### config.mk
export PLATFORM = sky130hd
export DESIGN_NAME = branch_trace_driver_flat
export DESIGN_NICKNAME = d
export VERILOG_FILES = /design/src/rtl/branch_trace_driver_if.sv /design/src/rtl/branch_trace_driver.sv /design/src/flat_wrapper.sv
export SDC_FILE = /design/constraint.sdc
export NUM_CORES = 1
export LEC_CHECK = 0
export CAP_MARGIN = 20
export CORE_MARGIN = 2
export CORE_UTILIZATION = 40
export DETAILED_ROUTE_END_ITERATION = 10
export PLACE_DENSITY = 0.71
export SETUP_SLACK_MARGIN = 0.15
export SYNTH_ARGS = -nofsm -noshare
export SYNTH_HDL_FRONTEND = slang
export SYNTH_SLANG_ARGS = --single-unit
### constraint.sdc
create_clock -name clk -period 5.5 [get_ports clk]
set_clock_uncertainty 0.2 [all_clocks]
set_input_delay 1.1 -clock clk [delete_from_list [all_inputs] [get_ports clk]]
set_output_delay 1.1 -clock clk [all_outputs]
set_load 0.005 [all_outputs]
### src/rtl/branch_trace_driver_if.sv
// Bundle between the branch trace driver, its trace memory, the predictor under
// test and the run controller.
interface branch_trace_driver_if #(
    parameter int unsigned IP_WIDTH  = 64,
    parameter int unsigned CNT_WIDTH = 16
) ();
    logic                 start;
    logic [CNT_WIDTH-1:0] trace_count;
    logic [CNT_WIDTH-1:0] trace_addr;
    logic [IP_WIDTH-1:0]  trace_ip;
    logic                 trace_taken;
    logic [IP_WIDTH-1:0]  pred_ip;
    logic                 pred_taken;
    logic                 pred_prediction;
    logic                 busy;
    logic                 done;
    logic [CNT_WIDTH-1:0] hit_count;
    logic [CNT_WIDTH-1:0] miss_count;

    modport master (
        input  start, trace_count, trace_ip, trace_taken, pred_prediction,
        output trace_addr, pred_ip, pred_taken, busy, done, hit_count, miss_count
    );

    modport slave (
        output start, trace_count, trace_ip, trace_taken, pred_prediction,
        input  trace_addr, pred_ip, pred_taken, busy, done, hit_count, miss_count
    );
endinterface

### src/rtl/branch_trace_driver.sv
// Replays a branch trace from memory into a predictor, feeding back each outcome
// one cycle late and scoring predictions as hits or misses.
module branch_trace_driver #(
    parameter int unsigned IP_WIDTH  = 64,
    parameter int unsigned CNT_WIDTH = 16
) (
    input  logic                  clk,
    input  logic                  reset_n,
    branch_trace_driver_if.master bus
);

    typedef enum logic [1:0] {
        IDLE  = 2'd0,
        RUN   = 2'd1,
        DRAIN = 2'd2,
        DONE  = 2'd3
    } state_t;

    state_t               state_q, state_d;
    logic [CNT_WIDTH-1:0] count_q, count_d;
    logic [CNT_WIDTH-1:0] addr_q, addr_d;
    logic [IP_WIDTH-1:0]  ip_q, ip_d;
    logic                 taken_q, taken_d;
    logic [CNT_WIDTH-1:0] hit_q, hit_d;
    logic [CNT_WIDTH-1:0] miss_q, miss_d;
    logic                 busy_q, busy_d;
    logic                 done_q, done_d;

    // State and datapath registers
    always_ff @(posedge clk or negedge reset_n) begin
        if (!reset_n) begin
            state_q <= IDLE;
            count_q <= '0;
            addr_q  <= '0;
            ip_q    <= '0;
            taken_q <= 1'b0;
            hit_q   <= '0;
            miss_q  <= '0;
            busy_q  <= 1'b0;
            done_q  <= 1'b0;
        end else begin
            state_q <= state_d;
            count_q <= count_d;
            addr_q  <= addr_d;
            ip_q    <= ip_d;
            taken_q <= taken_d;
            hit_q   <= hit_d;
            miss_q  <= miss_d;
            busy_q  <= busy_d;
            done_q  <= done_d;
        end
    end

    // Next-state and datapath updates
    always_comb begin
        state_d = state_q;
        count_d = count_q;
        addr_d  = addr_q;
        ip_d    = ip_q;
        taken_d = taken_q;
        hit_d   = hit_q;
        miss_d  = miss_q;

        case (state_q)
            IDLE, DONE: begin
                if (bus.start) begin
                    count_d = bus.trace_count;
                    addr_d  = '0;
                    hit_d   = '0;
                    miss_d  = '0;
                    if (bus.trace_count == '0) begin
                        state_d = DONE;
                    end else begin
                        state_d = RUN;
                        // No outcome is owed to the predictor in the first RUN cycle
                        taken_d = 1'b0;
                    end
                end
            end
            RUN: begin
                addr_d  = addr_q + CNT_WIDTH'(1);
                ip_d    = bus.trace_ip;
                taken_d = bus.trace_taken;
                if (bus.pred_prediction == bus.trace_taken) begin
                    hit_d = hit_q + CNT_WIDTH'(1);
                end else begin
                    miss_d = miss_q + CNT_WIDTH'(1);
                end
                if (addr_q == count_q - CNT_WIDTH'(1)) begin
                    state_d = DRAIN;
                end
            end
            DRAIN: begin
                state_d = DONE;
            end
        endcase
    end

    assign busy_d = (state_d == RUN) || (state_d == DRAIN);
    assign done_d = (state_d == DONE);

    // Live memory address during RUN; otherwise replay or hold the last one
    assign bus.pred_ip    = (state_q == RUN) ? bus.trace_ip : ip_q;
    assign bus.pred_taken = taken_q;
    assign bus.trace_addr = addr_q;
    assign bus.hit_count  = hit_q;
    assign bus.miss_count = miss_q;
    assign bus.busy       = busy_q;
    assign bus.done       = done_q;

endmodule

### src/flat_wrapper.sv
// flat-port wrapper written by rule: the top's interface ports become plain ports
module branch_trace_driver_flat 
#(
    parameter int unsigned IP_WIDTH  = 64,
    parameter int unsigned CNT_WIDTH = 16
)
  (clk, reset_n, bus_start, bus_trace_count, bus_trace_ip, bus_trace_taken, bus_pred_prediction, bus_trace_addr, bus_pred_ip, bus_pred_taken, bus_busy, bus_done, bus_hit_count, bus_miss_count);
  branch_trace_driver_if #(.IP_WIDTH(IP_WIDTH), .CNT_WIDTH(CNT_WIDTH)) bus_i ();
  input  logic clk;
  input  logic reset_n;
  input wire logic [$bits(bus_i.start)-1:0] bus_start;
  input wire logic [$bits(bus_i.trace_count)-1:0] bus_trace_count;
  input wire logic [$bits(bus_i.trace_ip)-1:0] bus_trace_ip;
  input wire logic [$bits(bus_i.trace_taken)-1:0] bus_trace_taken;
  input wire logic [$bits(bus_i.pred_prediction)-1:0] bus_pred_prediction;
  output wire logic [$bits(bus_i.trace_addr)-1:0] bus_trace_addr;
  output wire logic [$bits(bus_i.pred_ip)-1:0] bus_pred_ip;
  output wire logic [$bits(bus_i.pred_taken)-1:0] bus_pred_taken;
  output wire logic [$bits(bus_i.busy)-1:0] bus_busy;
  output wire logic [$bits(bus_i.done)-1:0] bus_done;
  output wire logic [$bits(bus_i.hit_count)-1:0] bus_hit_count;
  output wire logic [$bits(bus_i.miss_count)-1:0] bus_miss_count;
  assign bus_i.start = bus_start;
  assign bus_i.trace_count = bus_trace_count;
  assign bus_i.trace_ip = bus_trace_ip;
  assign bus_i.trace_taken = bus_trace_taken;
  assign bus_i.pred_prediction = bus_pred_prediction;
  assign bus_trace_addr = bus_i.trace_addr;
  assign bus_pred_ip = bus_i.pred_ip;
  assign bus_pred_taken = bus_i.pred_taken;
  assign bus_busy = bus_i.busy;
  assign bus_done = bus_i.done;
  assign bus_hit_count = bus_i.hit_count;
  assign bus_miss_count = bus_i.miss_count;
  branch_trace_driver #(.IP_WIDTH(IP_WIDTH), .CNT_WIDTH(CNT_WIDTH)) u_core (.clk(clk), .reset_n(reset_n), .bus(bus_i));
endmodule
==> results of run 1 <==
[how the worst max path moves through the flow]
stage,startpoint,endpoint,slack [ns]
after floorplan,u_core.state_q[1],bus_pred_ip[10],2.48
after global placement,bus_trace_ip[9],bus_pred_ip[9],1.90
after detailed placement,bus_start,u_core.bus.trace_addr[8],1.77
after CTS,u_core.state_q[1],bus_pred_ip[14],1.47
after global routing,u_core.state_q[1],bus_pred_ip[5],1.36
final,u_core.state_q[1],bus_pred_ip[20],1.52
[power by group through the flow]
stage                     registers [mW]  logic, mW  clock network (mW)
after floorplan                     1.47       1.00                   0
after global placement              1.56       1.73                   0
after detailed placement            1.58       1.76                   0
after CTS                           1.56       1.78                1.09
after global routing                1.61       1.92                1.13
final                               1.56       1.76                1.07
[worst reg2reg max path: cells and delay by family (launching register included)]
family | cells | cell delay (ns)
xor+xnor | 1 | 0.15
simple gates | 3 | 0.57
fa+ha+maj | 1 | 0.79
mux | 1 | 0.48
compound gates | 1 | 0.55
flops | 1 | 0.39
buf+inv | 1 | 0.10
[layout make-up]
cell class	instances	area, um2
fill	1269	6280
sequential	133	3330
multi-input combinational	371	2830
timing repair buffer	201	2010
clock buffer	23	478
tap	211	264
clock inverter	9	77.6
inverter	13	48.8
[sequential cells by signal, indices dropped and copies added, names as in the netlist]
register               flops
u_core.ip_q               64
u_core.bus.hit_count      16
u_core.bus.miss_count     16
u_core.bus.trace_addr     16
u_core.count_q            16
u_core.state_q             2
u_core.bus.busy            1
u_core.bus.done            1
u_core.bus.pred_taken      1
[per-stage QoR]
step	utilization, %	cells
6_report	59.0	961
5_1_grt	59.0	961
4_1_cts	59.0	961
3_5_place_dp	55.4	929
3_3_place_gp	55.4	929
2_1_floorplan	-	542
[kinds of logic after synthesis]
kind of cell	share of synthesized area (%)
DFF	52.8
and+or+nand+nor	13.7
buffers and inverters	2.48
muxes	15.3
xor gates and xnor gates	7.35
AOI/OAI and AO/OA	7.01
adders and majority gates	1.39
[cells in the mapped netlist (2+ instances only)]
library cell	count	area share (%)
inv_1	13	0.77
or3_1	9	0.89
and3_1	9	0.89
clkbuf_1	19	1.1
and2_1	5	0.50
a21oi_1	15	1.2
nor3b_1	2	0.24
o31ai_1	3	0.36
a32o_1	2	0.32
nand2b_1	2	0.20
mux2_2	81	14
buf_2	5	0.40
o21ai_0	17	1.3
nor3_1	9	0.71
nand4_1	10	0.99
nor2b_1	2	0.20
nor4_2	2	0.40
o2111ai_1	2	0.28
nand3_1	13	1.0
o211a_1	2	0.32
a21boi_0	2	0.24
ha_1	7	1.4
nor2_1	46	2.7
and4_1	2	0.28
dfrtp_1	133	53
xor2_1	30	4.2
nand3b_1	5	0.60
mux2i_1	5	0.79
nand2_1	34	2.0
o221ai_1	3	0.42
xnor2_1	21	2.9
a311oi_1	2	0.28
nor4_1	6	0.60
[routing by layer]
layer	global-route usage (%)	vias up
li1	-	2313
met1	23.6	2419
met2	31.9	180
met3	9.04	23
met4	5.63	0
met5	0	-
==> flow_summary.yaml, run 1 <==
outcome:
  result_of_the_run: "complete, no violations"
power:
  power_per_cell_area_mw_per_mm2: 486
  sw_frac_of_total_pct: 31.6
  power_frac_clock_pct: 24.3
  p_comb_share_pct: 40.1
  total_power_mw: 4.39
  ir_worst_vdd_mv: 0.331
  power.net_switching_mw: 1.39
  p_leak_nw: 3.76
  sequential_cell_fraction_of_total_power_pct: 35.6
  p_int_mw: 3.00
timing:
  max_slew.worst_pin.slew_ns: 1.02
  final_min_period_over_clock_period_pct: 72.3
  drv_slew: 0
  final.setup.tns_ns: 0
  achievable-frequency_mhz: 251
  report.final.hold_viol_count: 0
  final_setup_slack_of_the_worst_path_ns: 1.52
  final_critical_delay_including_setup_and_external_delays_ns: 3.98
  rsz0062_at_grt: "no"
  hold-worst-slack_ns: 0.295
  max_slew_margin_pct: 31.7
  timing.final.setup_violations: 0
cells_and_area:
  antenna_cells: 0
  final_common_cell: "clkdlybuf4s50_1"
  area_growth_syn_to_layout_pct: 43.4
  commonest_cells_after_routing_fill_and_taps_aside: "clkdlybuf4s50_1 (198), dfrtp_1 (133), mux2_2 (81), nor2_1 (45), nand2_1 (34)"
  layout-drive-gt1-share_pct: 16.9
  final_net_count: 829
  stdcell_area_mm2: 0.00904
setup_path:
  critPathSlowestCell: "ha_4"
  r2r_cells: 8
  worstPathArrival_ns: 2.68
  timing.critical_path.fanout_max: 77
  critical-path-max-stage-delay_ns: 0.79
  crit_end_element: "output pin"
  reg_to_reg_startpoint: "u_core.state_q[1]"
  critical_path_cell_count: 4
  reg2reg_slack_ns: 2.13
  timing.rr.end: "u_core.bus.miss_count[15]"
  worstPathRequired_ns: 4.20
  path_delay_family: "adder cells"
  startpoint_type_of_the_worst_setup_path: "flip-flop"
  crit_path_cell_trace: "inv_1, ha_4, mux2_2, clkdlybuf4s50_1"
  critPathKind: "flip-flop to output pin"
  combined_buffer_and_inverter_count_along_the_critical_path: 2
route:
  detail_route.drc_violations: 0
  metal2_wl_um: 7840
  drt_first_pass_iters: 5
  vias_per_instance: 5.14
  top_signal_layer_used: "met4"
  routed_wl_um: 16200
  vias: 4935
  dr.first_iter.drc_count: 247
  antenna_violating_nets_post_route: 0
  routed_wire_length_per_instance_um: 16.8
  routedLengthMet1_um: 6540
  dr_wl_met3_um: 1570
synth:
  synth_ff_type: "dfrtp_1"
  syn_nets: 634
  synth.yosys.seq_area_share_pct: 52.8
  synth_area_mm2: 0.00630
  synth.distinct_cells: 57
  synth_area_per_cell_um2: 11.6
  synth-warning-count: 0
  synthArstFlopShare_pct: 100
  synthesis.instances: 542
  ys_seq_elements: 133
  synth_edf_count: 0
cts:
  clk_root_buffer_cell: "clkbuf_16"
  worst_setup_hold_path_clk_slew_ns: 0.05
  holdBufCountCts: 0
  cts_made_buffers: 17
  clock_path_buffers: 2
  post-cts-setup-buffers: 0
  numClockSinks: 133
  cts_tree: "built"
  htree_num_levels: 4
  postCtsResizedCells: 0
  clock_latency_ns: 0.41
global_routing:
  grt_pass1_wl_um: 25800
  number_of_global_route_vias_before_repair: 5070
  maximum_number_of_pins_on_one_net_before_global_route_repair: 87
  globalRouteTotalUtil_pct: 19.6
  grt_overflow: 0
  grt_antenna_before_repair: 1
floorplan:
  dieArea_mm2: 0.0168
  fp.dieW_um: 130
  rows: 45
  die_height_um: 130
  io_pins: 200
  starting_density_of_the_core_pct: 41.2
  fp.coreArea_mm2: 0.0153
hold_path:
  worst_hold_path.num_cells: 1
  hold-path-endpoint: "u_core.ip_q[40]"
  holdCritPathClass: "flip-flop to flip-flop"
  worst_hold_startpoint: "u_core.ip_q[40]"
placed_design:
  post_dp_cell_area_mm2: 0.00848
  dp_slack_ns: 1.77
  count_of_port_buffers_added_during_placement: 199
  global_placer_s_final_weighted_congestion: 0.785
  detailedPlacementHpwl_um: 11700
run:
  max-cap-violations: 0
Power figures use the tool's default switching activity.
==> run 2, diff against run 1 <==
- clock period: 5.5 -> 4.2 ns (I/O delays scaled with it)
==> run 2 against run 1 <==
Sequential share of layout area fell by 0.55 points. Combinational power up 31%. Via count shrank 0.26%. Routed wire length is 0.56% lower. Hold slack hardly changed. Critical path depth is the same. Critical path type unchanged. Critical endpoint is now bus_pred_ip[26]. Largest cell class unchanged. Largest power group unchanged.
==> flow_summary.yaml, run 2 (same netlist as run 1, synthesis figures left out) <==
outcome:
  result_of_the_run: "complete, no violations"
timing:
  max_slew.worst_pin.slew_ns: 0.925
  achievable-frequency_mhz: 277
  timing.final.setup_violations: 0
  final.setup.tns_ns: 0
  final_setup_slack_of_the_worst_path_ns: 0.586
  report.final.hold_viol_count: 0
  final_critical_delay_including_setup_and_external_delays_ns: 3.61
  final_min_period_over_clock_period_pct: 86.1
  max_slew_margin_pct: 38.3
  rsz0062_at_grt: "no"
  drv_slew: 0
route:
  routed_wire_length_per_instance_um: 16.7
  routed_wl_um: 16100
  vias: 4922
  detail_route.drc_violations: 0
  dr.first_iter.drc_count: 170
  vias_per_instance: 5.10
  antenna_violating_nets_post_route: 0
  drt_first_pass_iters: 5
setup_path:
  r2r_cells: 7
  critical_path_cell_count: 4
  path_delay_family: "adder cells"
  critPathKind: "flip-flop to output pin"
  combined_buffer_and_inverter_count_along_the_critical_path: 2
  startpoint_type_of_the_worst_setup_path: "flip-flop"
  worstPathArrival_ns: 2.57
  reg_to_reg_startpoint: "u_core.state_q[1]"
  crit_path_cell_trace: "inv_1, ha_4, mux2_2, clkdlybuf4s50_1"
  crit_end_element: "output pin"
  critical-path-max-stage-delay_ns: 0.73
  timing.rr.end: "u_core.bus.miss_count[13]"
  critPathSlowestCell: "ha_4"
  timing.critical_path.fanout_max: 69
  worstPathRequired_ns: 3.16
  reg2reg_slack_ns: 1.00
cells_and_area:
  largest-register: "u_core.ip_q"
  largest_reg_flops: 64
  layout-drive-gt1-share_pct: 17.8
  fin_util_pct: 59.9
  final_net_count: 833
  final_common_cell: "clkdlybuf4s50_1"
  final.fill_count: 1246
  stdcell_count: 965
  commonest_cells_after_routing_fill_and_taps_aside: "clkdlybuf4s50_1 (198), dfrtp_1 (133), mux2_2 (81), nor2_1 (45), nand2_1 (34)"
  antenna_cells: 0
  area_growth_syn_to_layout_pct: 45.6
  total_area_of_multi_input_combinational_cells_mm2: 0.00283
  area.sequential_mm2: 0.00333
  stdcell_area_mm2: 0.00917
power:
  p_comb_share_pct: 38.4
  power.net_switching_mw: 1.85
  ir_worst_vdd_mv: 0.405
  power_frac_clock_pct: 27.5
  sw_frac_of_total_pct: 30.7
  p_leak_nw: 3.83
  sequential_cell_fraction_of_total_power_pct: 34.0
  power_per_cell_area_mw_per_mm2: 655
  p_int_mw: 4.16
cts:
  cts_made_buffers: 17
  cts_tree: "built"
  htree_num_levels: 4
  postCtsResizedCells: 0
  post-cts-setup-buffers: 0
  numClockSinks: 133
  clock_path_buffers: 2
  clk_root_buffer_cell: "clkbuf_16"
  worst_setup_hold_path_clk_slew_ns: 0.06
  clock_latency_ns: 0.41
  holdBufCountCts: 0
hold_path:
  worst_hold_startpoint: "u_core.ip_q[1]"
  hold-path-endpoint: "u_core.ip_q[1]"
  holdCritPathClass: "flip-flop to flip-flop"
  worst_hold_path.num_cells: 1
placed_design:
  post_dp_cell_area_mm2: 0.00851
  place_inst: 933
  dp_slack_ns: 0.876
  global_placer_s_final_weighted_congestion: 0.786
  count_of_port_buffers_added_during_placement: 199
  detailedPlacementHpwl_um: 11600
floorplan:
  die_height_um: 130
  rows: 45
  fp.coreArea_mm2: 0.0153
  starting_density_of_the_core_pct: 41.2
  dieArea_mm2: 0.0168
  fp.dieW_um: 130
  io_pins: 200
run:
  max-cap-violations: 0
global_routing:
  grt_pass1_wl_um: 26400
  maximum_number_of_pins_on_one_net_before_global_route_repair: 92
  number_of_global_route_vias_before_repair: 5261
  grt_overflow: 0
  globalRouteTotalUtil_pct: 20.1
  grt_antenna_before_repair: 0
run 2: cell types whose count changed in the layout (fill, tap and decap cells not counted):
cell / previous run / this run
buf_4: 2 / 6
bufinv_16: 1 / 5
clkinv_2: 5 / 1
clkbuf_1: 3 / 0
clkinv_4: 0 / 3
inv_6: 0 / 3
clkbuf_8: 3 / 1
clkinvlp_4: 3 / 2
run 2: layer usage:
layer | vias to the layer above | global-route usage, % | routed length [um]
met3 | 13 | 9.33 | 1510
met2 | 164 | 33.5 | 7880
met4 | 0 | 5.38 | 146
met5 | - | 0 | 0
met1 | 2426 | 23.4 | 6560
li1 | 2319 | - | -
run 2: metrics by stage:
stage	power, mW	hold slack [ns]
floorplan	3.24	0.286
global placement	4.31	0.280
detailed placement	4.38	0.284
CTS	6.08	0.298
global route	6.39	0.307
finish	6.01	0.296
run 2: area by class of cell:
cell class,count,area share (%)
Clock inverter,14,2.43
Clock buffer,18,4.79
Inverter,13,0.532
Tap cell,211,2.88
Timing Repair Buffer,205,22.2
Multi-Input combinational cell,371,30.9
Sequential cell,133,36.3
run 2: how the worst max path moves through the flow:
stage / from / to / slack, ns
final: u_core.state_q[1] / bus_pred_ip[26] / 0.59
after global routing: u_core.state_q[1] / bus_pred_ip[14] / 0.45
after CTS: u_core.state_q[1] / bus_pred_ip[58] / 0.53
after detailed placement: bus_start / u_core.bus.miss_count[13] / 0.88
after global placement: bus_start / u_core.bus.miss_count[15] / 1.0
after floorplan: u_core.state_q[1] / bus_pred_ip[10] / 1.44
run 2: power by group through the flow:
stage               Sequential, mW  Clock (mW)  Combinational [mW]
detailed placement            2.07           0                2.31
finish                        2.04        1.66                2.31
CTS                           2.05        1.69                2.34
floorplan                     1.93           0                1.31
global route                  2.12        1.75                2.52
global placement              2.04           0                2.27
==> run 3, diff against run 2 <==
- CTS_CLUSTER_DIAMETER: unset -> 120
- REMOVE_ABC_BUFFERS: unset -> 1
==> run 3 against run 2 <==
Cell count increased by 0.21%. Fmax decreased by 0.65%. Utilization decreased by 0.21 points. Largest cell class unchanged. Hold slack got worse by 0.055 ns. Setup slack got worse by 0.024 ns. Sequential cell count unchanged. First-iteration DRC count increased by 23%.
==> flow_summary.yaml, run 3 (same netlist as run 1, synthesis figures left out) <==
global_routing:
  grt_pass1_wl_um: 26700
  grt_antenna_before_repair: 0
  globalRouteTotalUtil_pct: 20.4
  grt_overflow: 0
  number_of_global_route_vias_before_repair: 5263
  maximum_number_of_pins_on_one_net_before_global_route_repair: 76
cts:
  cts_made_buffers: 17
  postCtsResizedCells: 0
  clock_latency_ns: 0.41
  numClockSinks: 133
  clk_root_buffer_cell: "clkbuf_16"
  holdBufCountCts: 0
  cts_tree: "built"
  clock_path_buffers: 2
  htree_num_levels: 4
  post-cts-setup-buffers: 0
  worst_setup_hold_path_clk_slew_ns: 0.06
setup_path:
  reg_to_reg_startpoint: "u_core.count_q[0]"
  setup.worst_path.start: "u_core.state_q[1]"
  crit_end_element: "output pin"
  reg2reg_slack_ns: 1.14
  startpoint_type_of_the_worst_setup_path: "flip-flop"
  critPathSlowestCell: "clkdlybuf4s50_1"
  critical-path-max-stage-delay_ns: 0.48
  critPathKind: "flip-flop to output pin"
  path_delay_family: "buffers and inverters"
  worstPathRequired_ns: 3.16
  crit_path_cell_trace: "inv_1, ha_4, buf_4, mux2_2, clkdlybuf4s50_1"
  timing.critical_path.fanout_max: 36
  worstPathArrival_ns: 2.60
  combined_buffer_and_inverter_count_along_the_critical_path: 3
power:
  total_power_mw: 5.92
  p_leak_nw: 3.81
  ir_worst_vdd_mv: 0.394
  power_per_cell_area_mw_per_mm2: 647
placed_design:
  place_inst: 935
  global_placer_s_final_weighted_congestion: 0.870
  count_of_port_buffers_added_during_placement: 199
  detailedPlacementHpwl_um: 12200
timing:
  timing.final.setup_violations: 0
  report.final.hold_viol_count: 0
  max_slew.worst_pin.slew_ns: 0.694
  max_slew_margin_pct: 53.8
  rsz0062_at_grt: "no"
  achievable-frequency_mhz: 275
  final.setup.tns_ns: 0
  final_critical_delay_including_setup_and_external_delays_ns: 3.64
  final_min_period_over_clock_period_pct: 86.6
  drv_slew: 0
  hold-worst-slack_ns: 0.241
cells_and_area:
  largest_reg_flops: 64
  area_growth_syn_to_layout_pct: 45.0
  commonest_cells_after_routing_fill_and_taps_aside: "clkdlybuf4s50_1 (198), dfrtp_1 (133), mux2_2 (81), nor2_1 (45), nand2_1 (34)"
  layout-drive-gt1-share_pct: 18.0
  antenna_cells: 0
  total_area_of_multi_input_combinational_cells_mm2: 0.00283
  final_net_count: 835
  largest-register: "u_core.ip_q"
  area.sequential_mm2: 0.00333
  final.fill_count: 1246
  stdcell_count: 967
  final_common_cell: "clkdlybuf4s50_1"
floorplan:
  dieArea_mm2: 0.0168
  fp.coreArea_mm2: 0.0153
  fp.dieW_um: 130
  die_height_um: 130
  rows: 45
  starting_density_of_the_core_pct: 41.2
  io_pins: 200
run:
  max-cap-violations: 0
route:
  dr.first_iter.drc_count: 209
  detail_route.drc_violations: 0
  vias: 4941
  antenna_violating_nets_post_route: 0
  vias_per_instance: 5.11
  drt_first_pass_iters: 5
  routed_wire_length_per_instance_um: 17.2
  routed_wl_um: 16700
outcome:
  result_of_the_run: "complete, no violations"
hold_path:
  holdCritPathClass: "primary input to asynchronous set/reset pin"
==> run 3: cell count changes in the layout (fill, tap and decap cells not counted), sizes merged <==
cell	change
bufinv	-2
clkinv	+1
buf	+2
clkinvlp	+1
==> run 3: metrics by stage <==
stage                     util (%)  instance area (um2)  setup WS (ns)
after global placement        55.7                 8530          0.991
after CTS                     59.7                 9140          0.522
after detailed placement      55.7                 8530          0.947
after floorplan                  -                 6190        -0.0686
final                         59.7                 9140          0.562
after global routing          59.7                 9140          0.408
==> run 3: layer usage <==
metal / share of wire [%] / track usage [%]
met3: 9.9 / 9.62
met1: 41 / 24.1
met4: 0.85 / 5.50
met2: 48 / 33.8
met5: 0 / 0
==> run 3: area by class of cell <==
type | instances | share of cell area, %
sequential | 133 | 36.4
multi-input combinational | 371 | 31.0
timing repair buffer | 207 | 22.5
clock buffer | 18 | 4.80
tap | 211 | 2.89
clock inverter | 14 | 1.92
inverter | 13 | 0.534
==> run 3: power by group <==
| group | internal, mW | total [mW] | switching [mW] | leakage, nW |
|---|---|---|---|---|
| Clock | 0.955 | 1.54 | 0.583 | 0.293 |
| Combinational | 1.37 | 2.32 | 0.955 | 1.87 |
| Sequential | 1.72 | 2.06 | 0.336 | 1.65 |
| Total | 4.04 | 5.92 | 1.87 | 3.81 |
==> run 3: path summary, 6_finish.rpt <==
check	to	cells after the start
max reg2reg	u_core.bus.busy	9
max in group asynchronous	u_core.bus.hit_count[15]	2
min in group clk	u_core.ip_q[45]	1
max	bus_pred_ip[63]	5
min	u_core.count_q[2]	1
min reg2reg	u_core.ip_q[45]	1
